--- src/rtl/backscatter_frame_scheduler.sv ---
// Round-robin payload arbiter and trigger sequencer for the tag's bit-serial frame source.
// Each grant gives a setup window, one triggered frame of FRAME_BITS*BIT_PERIOD cycles, then a gap.
module backscatter_frame_scheduler #(
  parameter int BIT_PERIOD   = 50,
  parameter int FRAME_BITS   = 144,
  parameter int SETUP_CYCLES = 3,
  parameter int GAP_CYCLES   = 100
) (
  input  logic        clock,
  input  logic        reset,
  input  logic        enable,
  input  logic        abort,
  input  logic        req0_valid,
  input  logic [9:0]  req0_data,
  output logic        req0_ready,
  input  logic        req1_valid,
  input  logic [9:0]  req1_data,
  output logic        req1_ready,
  output logic [9:0]  payload,
  output logic        trigger,
  output logic        busy,
  output logic        grant_id,
  output logic        frame_done,
  output logic        aborted,
  output logic [15:0] frames_sent
);

  localparam int CNT_MAX = (SETUP_CYCLES > GAP_CYCLES) ? SETUP_CYCLES : GAP_CYCLES;
  localparam int CNT_W   = $clog2(CNT_MAX + 1);
  localparam int PH_W    = $clog2(BIT_PERIOD + 1);
  localparam int BIT_W   = $clog2(FRAME_BITS + 1);

  typedef enum logic [1:0] {IDLE, SETUP, SEND, GAP} state_t;

  state_t             state_q, state_d;
  logic [CNT_W-1:0]   cnt_q, cnt_d;
  logic [PH_W-1:0]    phase_q, phase_d;
  logic [BIT_W-1:0]   bit_q, bit_d;
  logic [9:0]         payload_q, payload_d;
  logic               grant_id_q, grant_id_d;
  logic               rr_q, rr_d;
  logic [15:0]        frames_sent_q, frames_sent_d;
  logic               trigger_q, trigger_d;
  logic               busy_q, busy_d;
  logic               frame_done_q, frame_done_d;
  logic               aborted_q, aborted_d;
  logic               win;

  always_comb begin
    state_d       = state_q;
    cnt_d         = cnt_q;
    phase_d       = phase_q;
    bit_d         = bit_q;
    payload_d     = payload_q;
    grant_id_d    = grant_id_q;
    rr_d          = rr_q;
    frames_sent_d = frames_sent_q;
    frame_done_d  = 1'b0;
    aborted_d     = 1'b0;
    req0_ready    = 1'b0;
    req1_ready    = 1'b0;
    win           = 1'b0;

    case (state_q)
      IDLE: begin
        if (enable && (req0_valid || req1_valid)) begin
          // rr only matters when both requesters are valid
          win        = req1_valid && (!req0_valid || rr_q);
          req0_ready = !win;
          req1_ready = win;
          payload_d  = win ? req1_data : req0_data;
          grant_id_d = win;
          rr_d       = !win;
          cnt_d      = CNT_W'(SETUP_CYCLES - 1);
          state_d    = SETUP;
        end
      end
      SETUP: begin
        if (abort) begin
          aborted_d = 1'b1;
          cnt_d     = CNT_W'(GAP_CYCLES - 1);
          state_d   = GAP;
        end else if (cnt_q == '0) begin
          phase_d = '0;
          bit_d   = '0;
          state_d = SEND;
        end else begin
          cnt_d = cnt_q - CNT_W'(1);
        end
      end
      SEND: begin
        // abort takes priority even on the final bit-phase cycle
        if (abort) begin
          aborted_d = 1'b1;
          cnt_d     = CNT_W'(GAP_CYCLES - 1);
          state_d   = GAP;
        end else if (phase_q == PH_W'(BIT_PERIOD - 1)) begin
          phase_d = '0;
          if (bit_q == BIT_W'(FRAME_BITS - 1)) begin
            bit_d         = '0;
            frame_done_d  = 1'b1;
            frames_sent_d = frames_sent_q + 16'd1;
            cnt_d         = CNT_W'(GAP_CYCLES - 1);
            state_d       = GAP;
          end else begin
            bit_d = bit_q + BIT_W'(1);
          end
        end else begin
          phase_d = phase_q + PH_W'(1);
        end
      end
      GAP: begin
        if (cnt_q == '0) begin
          state_d = IDLE;
        end else begin
          cnt_d = cnt_q - CNT_W'(1);
        end
      end
      default: state_d = IDLE;
    endcase

    trigger_d = (state_d == SEND);
    busy_d    = (state_d != IDLE);
  end

  always_ff @(posedge clock or negedge reset) begin
    if (!reset) begin
      state_q       <= IDLE;
      cnt_q         <= '0;
      phase_q       <= '0;
      bit_q         <= '0;
      payload_q     <= '0;
      grant_id_q    <= 1'b0;
      rr_q          <= 1'b0;
      frames_sent_q <= '0;
      trigger_q     <= 1'b0;
      busy_q        <= 1'b0;
      frame_done_q  <= 1'b0;
      aborted_q     <= 1'b0;
    end else begin
      state_q       <= state_d;
      cnt_q         <= cnt_d;
      phase_q       <= phase_d;
      bit_q         <= bit_d;
      payload_q     <= payload_d;
      grant_id_q    <= grant_id_d;
      rr_q          <= rr_d;
      frames_sent_q <= frames_sent_d;
      trigger_q     <= trigger_d;
      busy_q        <= busy_d;
      frame_done_q  <= frame_done_d;
      aborted_q     <= aborted_d;
    end
  end

  assign payload     = payload_q;
  assign trigger     = trigger_q;
  assign busy        = busy_q;
  assign grant_id    = grant_id_q;
  assign frame_done  = frame_done_q;
  assign aborted     = aborted_q;
  assign frames_sent = frames_sent_q;

endmodule

--- config.mk ---
export PLATFORM = sky130hd
export DESIGN_NAME = backscatter_frame_scheduler
export DESIGN_NICKNAME = d
export VERILOG_FILES = /design/src/rtl/backscatter_frame_scheduler.sv
export SDC_FILE = /design/constraint.sdc
export NUM_CORES = 1
export LEC_CHECK = 0
export BUFFER_PORTS_ARGS = -buffer_cell sky130_fd_sc_hd__buf_2
export CAP_MARGIN = 10
export CORE_UTILIZATION = 55
export CTS_CLUSTER_DIAMETER = 40
export DETAILED_ROUTE_END_ITERATION = 7
export GPL_TIMING_DRIVEN = 0
export PLACE_DENSITY = 0.9
export SLEW_MARGIN = 20
export SYNTH_ARGS = -nofsm -noshare
export SYNTH_HDL_FRONTEND = slang
export SYNTH_SLANG_ARGS = --single-unit
--- constraint.sdc ---
create_clock -name clock -period 2.4 [get_ports clock]
set_input_delay 0.24 -clock clock [delete_from_list [all_inputs] [get_ports clock]]
set_output_delay 0.24 -clock clock [all_outputs]
set_load 0.03 [all_outputs]
==> run_results.csv <==
group,metric,value,unit
status,status,"complete, no violations",
worst_setup_path,cp_common_cell,"inv_1",
drt,viasPerCell,6.05,
clock_tree,cts_buffer_depth,2,
worst_setup_path,worstSetupPathType,"flip-flop to output port",
worst_setup_path,slowest_stage,"dfrtp_1",
worst_setup_path,cp.buffers_inverters,4,
pwr,power_leakage,1.73,nW
synthesis,async_reset_ff_share,100,%
synthesis,synthCells,305,
synthesis,synth_edf_count,0,
clock_tree,clkTransAtPathRegs,110,ps
placed_design,globalplace.congestion,0.875,
pwr,p_int,2.16,mW
pwr,p_switching,1.67,mW
floorplanning,core_region_area,0.00524,mm²
synthesis,synth_top_family_by_area,"simple AND/OR/NAND/NOR gates",
sta,final_hold_viol_count,0,
synthesis,synth_fp_nets,341,
placed_design,io_buffers,58,
cells_and_area,final_cell_mix,"56 x buf_2, 55 x dfrtp_1, 27 x o21ai_0",
sta,max_freq,0.442,GHz
worst_setup_path,endpoint_kind,"output port",
placed_design,hpwl,5.10,mm
drt,wl_per_cell,15.8,µm
global_routing,grt_pass1_wl,12.1,mm
worst_setup_path,start_kind,"flip-flop",
clock_tree,h-tree-depth,2,
sta,setup_viol,0,
placed_design,dpl_worst_slack,133,ps
sta,drv_slew,0,
cells_and_area,drive_gt1_share,24.5,%
synthesis,syn_area_per_cell,10.1,µm²
worst_setup_path,reg2reg_from,"state_q[0]",
cells_and_area,final_nets,410,
synthesis,ys_seq_area_share,44.8,%
synthesis,synth_mux_area_share,3.95,%
drt,totalWireLength,7.03,mm
clock_tree,cts_tree,"yes",
drt,first_pass_iters,4,
floorplanning,die_h,76.7,µm
hold_path,hold_path.class,"primary input to flip-flop",
worst_setup_path,r2r_slack,240,ps
sta,whs,206,ps
hold_path,hp-start,"req0_data[9]",
pwr,vdd_drop_max,0.478,mV
synthesis,ys_warn_count,0,
sta,min_period_over_period,94.3,%
pwr,pwr-share-seq,35.5,%
clock_tree,clkLatencyLatePin,320,ps
floorplanning,die_w,76.7,µm
global_routing,grt_max_degree,56,
synthesis,synthDistinctLibCells,56,
global_routing,overflow,0,
cells_and_area,final_common_cell,"buf_2",
synthesis,synth_xor_area_share,4.28,%
synthesis,synth_compound_gate_area_share,17.4,%
sta,tightest_slew,689,ps
drt,drc_errors,0,
synthesis,synth_flop_cell,"dfrtp_1",
floorplanning,dieArea,0.00589,mm²
synthesis,ys_ff_latch,55,
sta,skew,12.0,ps
cells_and_area,area_growth,18.4,%
sta,setup_ws,138,ps
worst_setup_path,cp.required,2160,ps
floorplanning,io_pins,59,
global_routing,grtUsageTotal,25.4,%
synthesis,synth_area,0.00307,mm²
pwr,netSwitchingFraction,43.6,%
worst_setup_path,rr_worst_depth,7,
cells_and_area,nFillCells,363,
pwr,comb_power_share,47.8,%
worst_setup_path,crit_cells,7,
floorplanning,start_util,58.7,%
clock_tree,clock-sinks,55,
sta,tns,0,ps
drt,vias,2692,
worst_setup_path,critPathTopFamily,"buffers and inverters",
synthesis,synthAdderAreaFrac,4.07,%
sta,fin_crit,2260,ps
worst_setup_path,path_cells,"inv_1, ha_4, inv_1, or2_2, clkbuf_1, nor2_2, clkbuf_4",
cells_and_area,register_area,0.00138,mm²
worst_setup_path,slowest_delay,420,ps
cells_and_area,antenna_cells,0,
worst_setup_path,path_max_fanout,8,
worst_setup_path,arrival,2020,ps
clock_tree,numCtsBuffers,5,
floorplanning,rows,26,
sta,rsz0062_at_grt,"false",
clock_tree,cts-root-buf,"clkbuf_8",
hold_path,hold_path_end,"payload[9]",
worst_setup_path,r2r_end,"frames_sent[14]",
synthesis,synth_simple_gate_area_share,22.2,%
global_routing,antenna_found_initial,0,
pwr,clkPwrFrac,16.8,%
drt,final_antenna_net_count,0,
global_routing,first_global_vias,2630,
run,maxCapViolations,0,
hold_path,min_path_cells,3,
cells_and_area,multi_input_area,0.00163,mm²
drt,drt-initial-drc-count,208,
sta,slew_headroom,54.1,%
pwr,power.density,1050,mW/mm²
layer usage:
layer	GRT usage, %	vias up	routed length [µm]
met4	9.62	0	91
li1	-	1283	-
met3	4.52	14	344
met1	32.0	1307	2930
met2	43.4	88	3670
met5	0	-	0
flip-flops by register name (all words and copies together), names as in the netlist:
signal       cells
payload         10
state_q          2
cnt_q            7
frame_done       1
rr_q             1
frames_sent     16
grant_id         1
busy             1
phase_q          6
bit_q            8
trigger          1
aborted          1
final cells by class:
cell class	count	area share (%)
Buffer	10	1.27
Clock inverter	3	1.27
Clock buffer	5	1.89
Sequential cell	55	37.8
Inverter	15	1.55
Timing Repair Buffer	62	9.01
Multi-Input combinational cell	225	44.8
Tap cell	70	2.41
power groups by stage:
stage / Sequential (mW) / Clock (mW) / Combinational (mW)
floorplan: 1.54 / 0 / 1.13
global placement: 1.35 / 0 / 1.68
detailed placement: 1.37 / 0 / 1.75
CTS: 1.35 / 0.646 / 1.77
global route: 1.39 / 0.686 / 2.01
finish: 1.36 / 0.641 / 1.83
worst max-delay path by stage:
stage	start	end	slack [ps]
final	state_q[1]	req1_ready	140
after global routing	state_q[1]	req1_ready	0.4
after CTS	state_q[0]	req1_ready	30
after detailed placement	state_q[0]	frames_sent[14]	130
after global placement	state_q[0]	frames_sent[12]	210
after floorplan	state_q[0]	req1_ready	400
cell families after synthesis:
group,Yosys count
muxes,12
adders and majority gates,10
DFF,55
AOI/OAI and AO/OA,79
and+or+nand+nor,109
buffers and inverters,25
xor gates and xnor gates,15
worst reg2reg max path: cells and delay by family, from the launching register on:
kind                       cells  cell delay [ps]
xor gates and xnor gates       1              170
adders and majority gates      1              300
DFF                            1              440
and+or+nand+nor                3              790
buffers and inverters          2              360
synthesized netlist by cell type, drive strengths merged, types with 7 or more instances:
master  instances  area (µm²)
nand4           9        56.3
ha             10         125
nand3          15        75.1
nand2          26        97.6
clkbuf          7        26.3
a21oi          13        65.1
nor2           12        45.0
mux2i          11         110
o21ai          28         140
dfrtp          55        1380
nor4            7        80.1
xnor2          10        87.6
inv            15        56.3
timing repair:
item,in CTS,in global routing
hold buffers,1,0
setup buffers,0,3
gates cloned,0,0
gates resized for setup,1,10
pin swaps,0,1
endpoints found under the hold margin,53,0
setup endpoints to repair,1,12
stage by stage:
stage | instances | area (µm²) | util [%] | total power, mW
2_1_floorplan | 305 | 3070 | - | 2.66
3_3_place_gp | 433 | 3450 | 65.9 | 3.04
3_5_place_dp | 433 | 3450 | 65.9 | 3.12
4_1_cts | 442 | 3580 | 68.4 | 3.76
5_1_grt | 445 | 3640 | 69.4 | 4.09
6_report | 445 | 3640 | 69.4 | 3.82
(Power assumes the default switching activity.)
